File: src/rtl/qpsk_pkg.sv
`default_nettype none
// ============================================================================
//  Module      : qpsk_pkg
//  Description : Constants and types shared by the QPSK transmit filter and
//                the receive-side BER checker.
//  Revision    : 1.0  initial release
// ============================================================================
package qpsk_pkg;

  // Shaped sample width and oversampling ratio of the transmit filter
  localparam int SAMPLE_W  = 16;
  localparam int OS_FACTOR = 4;

  // Default BER checker sizing
  localparam int DEF_DELAY_MAX = 64;
  localparam int DEF_WINDOW    = 511;
  localparam int DEF_CNT_W     = 64;

  // BER checker control states
  typedef enum logic [1:0] {
    IDLE   = 2'd0,
    SEARCH = 2'd1,
    LOCKED = 2'd2
  } ber_state_e;

endpackage
`default_nettype wire

File: src/rtl/sym_slicer.sv
`default_nettype none
// ============================================================================
//  Module      : sym_slicer
//  Description : Picks one sample per symbol at a selectable phase of a
//                free-running oversampling counter and hard-slices it.
//  Revision    : 1.0  initial release
// ============================================================================
module sym_slicer
  import qpsk_pkg::*;
(
  input  logic                clk,
  input  logic                reset,
  input  logic [SAMPLE_W-1:0] i_sample,
  input  logic [1:0]          i_phase,
  output logic                o_strobe,     // this cycle is the chosen phase
  output logic                o_bit_next,   // slice of the current sample
  output logic                o_sym_bit,
  output logic                o_sym_valid
);

  localparam int PH_W = $clog2(OS_FACTOR);

  logic [PH_W-1:0] phase_cnt_q, phase_cnt_d;
  logic            sym_bit_q, sym_bit_d;
  logic            sym_valid_q, sym_valid_d;

  // A hard decision needs only the sign; magnitude bits are deliberately dropped
  logic unused_mag_bits;
  assign unused_mag_bits = ^i_sample[SAMPLE_W-2:0];

  // Zero counts as positive, so the slice is simply the inverted sign bit
  assign o_strobe   = (phase_cnt_q == i_phase);
  assign o_bit_next = ~i_sample[SAMPLE_W-1];

  // Next-state: free-running phase counter, sliced bit held between strobes
  always_comb begin
    phase_cnt_d = phase_cnt_q + PH_W'(1);
    sym_bit_d   = o_strobe ? o_bit_next : sym_bit_q;
    sym_valid_d = o_strobe;
  end

  // Register counter and sliced outputs
  always_ff @(posedge clk) begin
    if (reset) begin
      phase_cnt_q <= '0;
      sym_bit_q   <= 1'b0;
      sym_valid_q <= 1'b0;
    end else begin
      phase_cnt_q <= phase_cnt_d;
      sym_bit_q   <= sym_bit_d;
      sym_valid_q <= sym_valid_d;
    end
  end

  assign o_sym_bit   = sym_bit_q;
  assign o_sym_valid = sym_valid_q;

endmodule
`default_nettype wire

File: config.mk
export PLATFORM = sky130hd
export DESIGN_NAME = sym_slicer
export DESIGN_NICKNAME = d
export VERILOG_FILES = /design/src/rtl/qpsk_pkg.sv /design/src/rtl/sym_slicer.sv
export SDC_FILE = /design/constraint.sdc
export NUM_CORES = 1
export LEC_CHECK = 0
export ABC_AREA = 1
export CORE_AREA = 2 2 39 41
export CTS_BUF_LIST = sky130_fd_sc_hd__clkbuf_16
export DETAILED_ROUTE_END_ITERATION = 12
export DIE_AREA = 0 0 41 43
export PLACE_DENSITY = 0.5
export SLEW_MARGIN = 20
export SYNTH_ARGS = -nofsm -noshare
export SYNTH_HDL_FRONTEND = slang
export SYNTH_SLANG_ARGS = --single-unit
File: constraint.sdc
create_clock -name clk -period 1 [get_ports clk]
set_input_delay 0.2 -clock clk [delete_from_list [all_inputs] [get_ports clk]]
set_output_delay 0.2 -clock clk [all_outputs]
set_load 0.02 [all_outputs]
==> out/metrics.cfg <==
[global_routing]
grt_most_used_layer=met1
grtUsageTotal=0.06627
grt_use_met1=0.08039
grt_util_met3=0.06283
grt_pass1_vias=190
grt_max_degree=4
grt_pass1_wl_um=724
grt_overflow=0
globalRouteMet2Util=0.07188
antenna_found_initial=0

[place]
port_buffers=8
dp_slack_ns=-0.7682
dp_hpwl_um=271.2
place_area_um2=315.3
gp_congestion=0.6641

[critical_path]
path_cells=inv_2 > nand2_2 > nand2_2 > nand2_2 > inv_2 > buf_6
max_stage_delay_ns=0.33
crit_path_top_delay_cell=dfxtp_2
r2r_slack_ns=0.02
critPathRequiredTime_ns=0.80
cp-end-kind=primary output
cp-start-kind=flip-flop
critPathArrivalTime_ns=0.91
crit_type=flip-flop to primary output
crit_path_frequent_cell=nand2_2
critical_path.max_fanout=3

[logic_synthesis]
synth_warnings=0
synth_cells=26
seq_area_frac_synth=0.4507
synth_nets=46
ys_ff_latch=4
synth_top_area_frac=0.4507
synth_largest_area_cell=dfxtp_1
ys_types=10
syn_area_per_cell_um2=6.833
ys_top_cells_by_area=dfxtp_1, nand2_1, inv_1
netlist_area_um2=177.7

[cells_and_area]
nets=67
antenna_cells=0
syn2layout_area_growth_pct=135.9
post-route-util=0.3029
layout_commonest_cell=buf_4
n_fill_cell=153
fin_area_um2=419.2
drive_gt1_frac=0.6222
final_cell_mix=buf_4, nand2_2

[floorplanning]
start_util=0.1284
fp-row-count=14
dieArea_um2=1763
core-area_um2=1384
die_w_um=41
fp.dieH_um=43
ioPinCount=24

[power]
irDropWorstVdd_mv=1.100
powerDensity_nw_per_um2=2222
leakage_uw=0.0002151

[detailed_routing]
wl_per_cell_um=6.951
dr_total_vias=215
drtIter0Drc=0
routed_wirelength_um=424
ant_nets=0
drcViolationCount=0
first_pass_iters=1
viasPerCell=3.525

[timing]
tightest_slew_ns=0.1403
fmax_ghz=0.9002
hold_viol=0
fin_crit_sh=1.111
min_period_ns=1.111
hold_ws_ns=0.4215
rsz0062_at_grt=yes
setup_viol=1
timing.final.ws_setup_ns=-0.1109
final_max_slew_viol_count=0
clock_skew_ns=0.001958
slew_headroom=0.9055

[run_status]
violations=negative setup slack
status=complete, but fails checks

[clock_network]
clk_pin_slew_ns=0.03
cts_buffer_depth=2
numCtsBuffers=3
clock-sinks=4
root_buffer=clkbuf_16
clk_latency_ns=0.22
ctsHoldBuffers=0
h-tree-depth=1
cts_tree=done

[worst_hold_path]
min_path_type=flip-flop to flip-flop

[run]
maxCapViolations=0

cells in the mapped netlist:
cell type and n:
a21oi_1 2, clkinv_1 1, dfxtp_1 4, inv_1 5, inv_2 1, nand2_1 6
nand2_2 2, nand3_2 1, nor2_1 3, o21ai_0 1
where the power goes:
group	switching, µW	internal [µW]
registers	6.96	175
clock network	105	510
logic	62.4	72.6
total	174	757
kinds of logic after synthesis:
| logic type | after synthesis | synth area share |
|---|---|---|
| AND/OR/NAND/NOR | 12 | 0.3169 |
| buffers and inverters | 7 | 0.1479 |
| AO/OA/AOI/OAI | 3 | 0.08448 |
| flip-flops | 4 | 0.4507 |
cell type report:
class | instances | area [µm²] | area share
tap | 16 | 20.02 | 0.04776
sequential | 4 | 82.58 | 0.1970
inverter | 7 | 27.53 | 0.06567
multi-input combinational | 15 | 82.58 | 0.1970
clock buffer | 3 | 75.07 | 0.1791
timing repair buffer | 16 | 131.4 | 0.3134
state kept, by name, summed over array words and instances (netlist names):
register / cells
o_sym_valid: 1
phase_cnt_q: 2
o_sym_bit: 1
routing by layer:
layer	vias to the layer above	routed length (µm)
li1	114	-
met3	0	69
met2	10	187
met1	91	167
met5	-	0
met4	0	0
worst max-delay path, delay by kind of cell, from the launching register on:
kind / cells / cell delay (ns)
buf+inv: 3 / 0.19
flops: 1 / 0.33
simple gates: 3 / 0.17
timing repair:
item                       CTS  global route
pin swaps                    3             1
buffers inserted             2             1
gates resized for setup     29             1
gates cloned                 0             0
setup endpoints to repair    5             1
worst paths after layout:
| kind | to | from | cells after the start |
|---|---|---|---|
| worst max-delay path | o_strobe | phase_cnt_q[0] | 6 |
| worst min-delay path | phase_cnt_q[0] | phase_cnt_q[0] | 1 |
| worst max register to register | o_sym_bit | phase_cnt_q[1] | 7 |
| worst min register to register | phase_cnt_q[0] | phase_cnt_q[0] | 1 |
through the flow:
| step | TNS, ns | instances | total power (µW) |
|---|---|---|---|
| finish | -0.1109 | 61 | 931.5 |
| global route | -0.2227 | 61 | 977.6 |
| CTS | -0.1277 | 60 | 939.3 |
| detailed placement | -1.825 | 55 | 297.0 |
| global placement | -1.842 | 55 | 296.4 |
| floorplan | 0 | 26 | 231.8 |
No activity file was read; power rests on OpenSTA's default activity.
